===== src/rtl/scan_addr_seq.sv =====
// Address sequencer feeding the 4-to-16 decoder.
// Sweeps a captured address window, holding each address for dwell+1 cycles.
module scan_addr_seq #(
    parameter int ADDR_W  = 4,
    parameter int DWELL_W = 8
) (
    input  logic              clk,
    input  logic              rst,
    input  logic              start,
    input  logic              stop,
    input  logic              continuous,
    input  logic [ADDR_W-1:0] first_addr,
    input  logic [ADDR_W-1:0] last_addr,
    input  logic [DWELL_W-1:0] dwell,
    output logic [ADDR_W-1:0] addr,
    output logic              addr_valid,
    output logic              busy,
    output logic              done,
    output logic              wrap
);

    typedef enum logic {IDLE, RUN} state_t;

    state_t             state, state_nxt;
    logic [ADDR_W-1:0]  addr_nxt;
    logic [ADDR_W-1:0]  first_q, first_nxt;
    logic [ADDR_W-1:0]  last_q, last_nxt;
    logic [DWELL_W-1:0] dwell_q, dwell_nxt;
    logic [DWELL_W-1:0] cnt, cnt_nxt;
    logic               cont_q, cont_nxt;
    logic               done_nxt, wrap_nxt;

    // NOTE: every signal gets a default before the case so no latch is inferred.
    always_comb begin
        state_nxt = state;
        addr_nxt  = addr;
        first_nxt = first_q;
        last_nxt  = last_q;
        dwell_nxt = dwell_q;
        cont_nxt  = cont_q;
        cnt_nxt   = cnt;
        done_nxt  = 1'b0;
        wrap_nxt  = 1'b0;

        case (state)
            IDLE: begin
                if (start && !stop) begin
                    state_nxt = RUN;
                    first_nxt = first_addr;
                    last_nxt  = last_addr;
                    dwell_nxt = dwell;
                    cont_nxt  = continuous;
                    addr_nxt  = first_addr;
                    cnt_nxt   = '0;
                end
            end
            RUN: begin
                // stop wins over any step or end-of-sweep at the same edge
                if (stop) begin
                    state_nxt = IDLE;
                    cnt_nxt   = '0;
                end else if (cnt == dwell_q) begin
                    cnt_nxt = '0;
                    if (addr == last_q) begin
                        if (cont_q) begin
                            addr_nxt = first_q;
                            wrap_nxt = 1'b1;
                        end else begin
                            state_nxt = IDLE;
                            done_nxt  = 1'b1;
                        end
                    end else begin
                        addr_nxt = addr + 1'b1;
                    end
                end else begin
                    cnt_nxt = cnt + 1'b1;
                end
            end
            default: state_nxt = IDLE;
        endcase
    end

    // NOTE: state registers use non-blocking assignments so all flops update together.
    always_ff @(posedge clk) begin
        if (rst) begin
            state      <= IDLE;
            addr       <= '0;
            addr_valid <= 1'b0;
            busy       <= 1'b0;
            done       <= 1'b0;
            wrap       <= 1'b0;
            first_q    <= '0;
            last_q     <= '0;
            dwell_q    <= '0;
            cont_q     <= 1'b0;
            cnt        <= '0;
        end else begin
            state      <= state_nxt;
            addr       <= addr_nxt;
            addr_valid <= (state_nxt == RUN);
            busy       <= (state_nxt == RUN);
            done       <= done_nxt;
            wrap       <= wrap_nxt;
            first_q    <= first_nxt;
            last_q     <= last_nxt;
            dwell_q    <= dwell_nxt;
            cont_q     <= cont_nxt;
            cnt        <= cnt_nxt;
        end
    end

endmodule


===== config.mk =====
export PLATFORM = sky130hd
export DESIGN_NAME = scan_addr_seq
export DESIGN_NICKNAME = d
export VERILOG_FILES = /design/src/rtl/scan_addr_seq.sv
export SDC_FILE = /design/constraint.sdc
export NUM_CORES = 1
export LEC_CHECK = 0
export ABC_AREA = 1
export CAP_MARGIN = 40
export CORE_MARGIN = 4
export CORE_UTILIZATION = 47
export DETAILED_ROUTE_END_ITERATION = 10
export DONT_BUFFER_PORTS = 1
export PLACE_DENSITY = 0.63
export SLEW_MARGIN = 30
export SYNTH_ARGS = -nofsm -noshare
export SYNTH_HDL_FRONTEND = slang
export SYNTH_SLANG_ARGS = --single-unit

===== constraint.sdc =====
create_clock -name clk -period 1.65 [get_ports clk]
set_input_delay 0.33 -clock clk [delete_from_list [all_inputs] [get_ports clk]]
set_output_delay 0.33 -clock clk [all_outputs]
set_load 0.1 [all_outputs]

After elaboration in Yosys (flattened, before gate mapping)
Cells that the tools add are included.

$add $sub $neg: 2. Equality and inequality tests: 6. Mux-type cells: 17. Bitwise operators: 3. Reductions and logical operators: 5.

Operator list (count): $mux 8 (3); $mux 4 (5); $pmux 8 s2 (1); $add 8x1->8 const B (1); $eq 8x8->1 (1); $pmux 4 s2 (1); $mux 1 (6); $reduce_or 5->1 (1); $add 4x1->4 const B (1); $eq 4x4->1 (1); $ne 2x2->1 const B (2); $reduce_and 4->1 (1); $ne 3x3->1 const B (1); $not 1->1 (3); $ne 2x1->1 const B (1); $pmux 1 s2 (1); $reduce_and 2->1 (1); $logic_and 1x1->1 (1); $logic_not 1->1 (1).

Register bits: 32. Logic and storage cells: 42.

Longest topological paths before layout
Gate-level depths: netlist of run 1.

Depth after elaboration: 5. Gate-level depth with buffers: 11. Gate-level depth less buffers: 11.

Least setup slack after synthesis of run 1
Ideal clock, no wire load.

Path type: register -> register. Start point: register addr[1]. End point: register addr[3]. Setup time: 114 ps. Arrival: 1877 ps. Path slack: -341 ps. Cell stages (with the launch flop): 10. Path buffers: 0. Cells stage by stage: dfxtp_1 > inv_1 > nand2_1 > nand2_1 > nor2_2 > nand3_1 > nand3_2 > nand3_1 > nand2_1 > nor2_2.

Cells in the longest elaborated chain, start to end: 5.

RTL lines: from (decl) (RTL line 15) `output logic [ADDR_W-1:0] addr,`; from (signal assigned) (RTL line 99) `addr <= addr_nxt;`; $add 4x1->4 or $eq 4x4->1 (tied branches) (RTL line 73, 64); $mux 4 (RTL line 64) `if (addr == last_q) begin`; $mux 4 (RTL line 62) `end else if (cnt == dwell_q) begin`; $mux 4 (RTL line 59) `if (stop) begin`; $pmux 4 s2 (RTL line 45) `case (state)`.

Several ways; a longest one is shown, not always the timed one. The select of a mux whose other input is x is not followed. A chain may end at the register's enable or synchronous reset.

==> impl_results.rst, run 1 <==
.. list-table::
   :header-rows: 1

   * - Metric
     - Value
   * - Outcome
     - complete, no violations
   * - Dominant combinational cell family by area after synthesis
     - simple AND/OR/NAND/NOR gates
   * - Post-synthesis instance total
     - between 200 and 300
   * - PD cells
     - 983 mW/mm^2
   * - Number of iterations in the first detailed-routing pass
     - 4
   * - Worst slack on hold paths
     - roughly 110 ps
   * - Area of the multi-input gates
     - roughly 940 sq um
   * - Placeable core area
     - between 0.003 and 0.004 sq mm
   * - Leading cell type by number of instances after synthesis
     - sky130_fd_sc_hd__nand2_1
   * - Final Non-Filler Cells
     - between 300 and 400
   * - Number of flops mapped to enable cells by yosys
     - 0
   * - Final-stage net count
     - about 300
   * - Count of final setup violators
     - 0
   * - Highest Clock Rate
     - 652 MHz
   * - Detail-routed net length per standard cell
     - between 10 and 15 microns
   * - Remaining max-slew budget at the tightest pin
     - ~64%
   * - Number of buffers inserted during clock tree synthesis
     - 5
   * - Worst stage delay on the critical path
     - ~500 ps
   * - Starting density of the core
     - 48.7%
   * - Number of I/O pins
     - 29
   * - MaxCap Viol Count
     - 0
   * - Critical Path Start
     - state$_SDFF_PP0_
   * - Number of buffers between clock root and the deepest sink
     - 2
   * - CTS resizes
     - 0
   * - Synthesized-area fraction occupied by and/or/nand/nor cells
     - between 30% and 40%
   * - Half-perimeter wire length of the detailed placement result
     - about 2800 microns
   * - Worst voltage drop across the vdd grid
     - approximately 0.00064 V
   * - Most area-consuming cells after synthesis
     - sky130_fd_sc_hd__dfxtp_1, sky130_fd_sc_hd__nand2_1, sky130_fd_sc_hd__inv_1
   * - Data required time at the worst endpoint
     - roughly 1300 ps
   * - Most frequently used flop master after synthesis
     - sky130_fd_sc_hd__dfxtp_1
   * - Via Count
     - 1610
   * - Final hold vios
     - 0
   * - RSZ-0062 raised after global routing
     - no
   * - Top routing layer in use
     - met4
   * - Cell area after technology mapping
     - around 0.0018 sq mm
   * - Final max-slew violation count
     - 0
   * - Synthesized-area fraction occupied by adder cells
     - under 10%
   * - CTS Hold Bufs
     - 0
   * - Skew-Pair Late Insertion Delay
     - between 200 and 300 ps
   * - Xor and xnor fraction of the mapped netlist area
     - under 10%
   * - Share of layout cells above drive strength 1
     - about 17%
   * - DRC violation count after routing
     - 0
   * - Placed insts
     - approximately 330
   * - Flops & latches, synth
     - 32
   * - Average vias per placed instance
     - 4.82
   * - Met1 Wirelength
     - roughly 2000 microns
   * - Via count of the first global-routing pass
     - approximately 1500
   * - Crit-path slowest cell
     - sky130_fd_sc_hd__buf_4
   * - Growth of design area from synthesis to finish
     - 10.4%
   * - Mean area per synthesized cell
     - 6.51 sq um
   * - Yosys warning count
     - 0
   * - Sink count of the clock tree
     - 32
   * - Kind of cell adding the most delay to the critical path
     - buffers and inverters
   * - Share of synthesized registers carrying an async set or reset
     - 0%
   * - Number of violations reported at the end of detailed-routing iteration 0
     - 85
   * - Compound-Gate Fraction of Synth Area
     - 13.2%
   * - Placer's final routability congestion estimate
     - 0.814
   * - Input/output buffers
     - 0
   * - Height of the die
     - about 70 microns
   * - Reg2Reg Launch Point
     - cnt[2]$_SDFFE_PP0P_
   * - Yosys top cell by area
     - sky130_fd_sc_hd__dfxtp_1
   * - Sequential area share after synthesis
     - approximately 36%
   * - Number of buffers inserted by post-CTS setup repair
     - 0
   * - Detail Route Antenna Nets
     - 0
   * - Number of core rows
     - 22
   * - Post-synth top cells
     - sky130_fd_sc_hd__nand2_1, sky130_fd_sc_hd__inv_1, sky130_fd_sc_hd__dfxtp_1, sky130_fd_sc_hd__a21oi_1, sky130_fd_sc_hd__nand3_1
   * - Yosys top cell area share
     - around 36%
   * - DR WL met2
     - 1560 microns
   * - Synth unique cells
     - 23
   * - Setup crit end kind
     - primary output
   * - Multiplexer area fraction after synthesis
     - 0%
   * - Setup tns final
     - 0 ps
   * - Register area
     - 647 sq um
   * - Floorplan die width
     - between 60 and 70 microns
   * - Critical setup path kind
     - reg2out
   * - Share of the clock period used by the worst path
     - between 90% and 100%
   * - Worst slew pin tran
     - roughly 550 ps
   * - Arrival time at the worst endpoint
     - ~1200 ps
   * - Critical path launch point type
     - flop
   * - Antenna violations before repair
     - 0
   * - All-layer global routing usage
     - ~17%
   * - Post-layout minimum cycle time
     - roughly 1500 ps
   * - Cell at the root of the clock tree
     - sky130_fd_sc_hd__clkbuf_8
   * - First-pass GRT wire length
     - roughly 6800 microns
   * - TritonCTS clock tree
     - yes
   * - Leakage power of the design
     - slightly below 0.0009 uW
   * - Number of buffer and inverter instances along the worst setup path
     - 1
   * - Met3 routed wirelength
     - between 150 and 200 microns
   * - Origin of the worst min-delay path
     - rst
   * - Class of the most critical hold timing path
     - in2reg
   * - Floorplan die area
     - approximately 0.005 sq mm
   * - Largest net degree at the start of global routing
     - 22
   * - Chain of cells forming the critical path
     - buf_4
   * - Number of levels in the clock H-tree
     - 2
   * - Largest fanout of any net on the critical path
     - 9
   * - Fill cells
     - 402
   * - Clock-pin slew of the registers on the worst-case setup and hold paths
     - around 70 ps
   * - Overall power after layout
     - just under 2000 uW
   * - Post-synthesis net count
     - about 300
   * - Total wirelength of the detailed-routed design
     - between 3000 and 4000 microns
   * - Antenna diodes
     - 0
   * - Final setup skew
     - ~7.0 ps
   * - GR Overflow Total
     - 0
through the flow:
stage | setup WS, ps | util (%) | cell area (sq um)
floorplan | 10.7 | - | 1800
global placement | 166 | 51.3 | 1890
detailed placement | 223 | 51.3 | 1890
CTS | 101 | 53.8 | 1980
global route | 3.71 | 53.8 | 1980
finish | 116 | 53.8 | 1980
logic make-up after synthesis:
| kind of cell | after synthesis |
|---|---|
| AOI/OAI and AO/OA | 46 |
| xor gates and xnor gates | 5 |
| adders and majority gates | 2 |
| buffers and inverters | 53 |
| DFF | 32 |
| and+or+nand+nor | 138 |
state kept, by name, indices dropped and copies added, names as in the netlist:
name / cells
state: 1
addr: 4
dwell_q: 8
last_q: 4
cont_q: 1
wrap: 1
cnt: 8
done: 1
first_q: 4
layout by cell type, fill, tap and decap left out:
cell	instances
sky130_fd_sc_hd__nand3_1	22
sky130_fd_sc_hd__nor2_4	4
sky130_fd_sc_hd__nor2_1	16
sky130_fd_sc_hd__nor2_2	6
sky130_fd_sc_hd__inv_1	33
sky130_fd_sc_hd__nand2_2	4
sky130_fd_sc_hd__a21oi_1	23
sky130_fd_sc_hd__nor3_1	2
sky130_fd_sc_hd__ha_1	2
sky130_fd_sc_hd__o21ai_0	17
sky130_fd_sc_hd__nand2_1	81
sky130_fd_sc_hd__xnor2_1	2
sky130_fd_sc_hd__clkbuf_1	2
sky130_fd_sc_hd__buf_4	11
sky130_fd_sc_hd__a211oi_1	3
sky130_fd_sc_hd__dfxtp_2	5
sky130_fd_sc_hd__nor2_8	1
sky130_fd_sc_hd__dfxtp_1	27
sky130_fd_sc_hd__inv_2	11
sky130_fd_sc_hd__nand3_2	2
sky130_fd_sc_hd__clkbuf_8	6
sky130_fd_sc_hd__xor2_1	3
sky130_fd_sc_hd__o21ai_1	3
cell type report:
type,instances,share of cell area [%]
Sequential cell,32,32.6
Tap cell,48,3.03
Clock buffer,8,4.54
Multi-Input combinational cell,191,47.3
Inverter,44,8.33
Timing Repair Buffer,11,4.16
routing by layer:
layer / vias up / GRT usage [%]
met4: 0 / 5.11
met2: 32 / 24.0
li1: 876 / -
met5: - / 0
met3: 2 / 4.49
met1: 700 / 24.6
power by group:
group / switching [uW] / internal (uW)
logic: 333 / 139
registers: 35.8 / 820
clock network: 282 / 340
worst paths after layout:
| check | cells past startpoint | slack, ps | end |
|---|---|---|---|
| min reg2reg | 1 | 450 | done$_SDFF_PP0_ |
| max reg2reg | 11 | 190 | addr[2]$_SDFFE_PP0P_ |
| max | 1 | 120 | busy |
| min | 1 | 110 | cnt[1]$_SDFFE_PP0P_ |
Note: power is estimated with default switching activity, not from simulation.
==> inputs of run 2 (changes only) <==
HOLD_SLACK_MARGIN = 0.06   (was unset)
==> results of run 2 <==
No change in the layout: final DEF, timing and power equal those of run 1.
==> inputs of run 3 (changes only) <==
SKIP_CTS_REPAIR_TIMING = 1   (was unset)
==> results of run 3 <==
No change in the layout: final DEF, timing and power equal those of run 1.
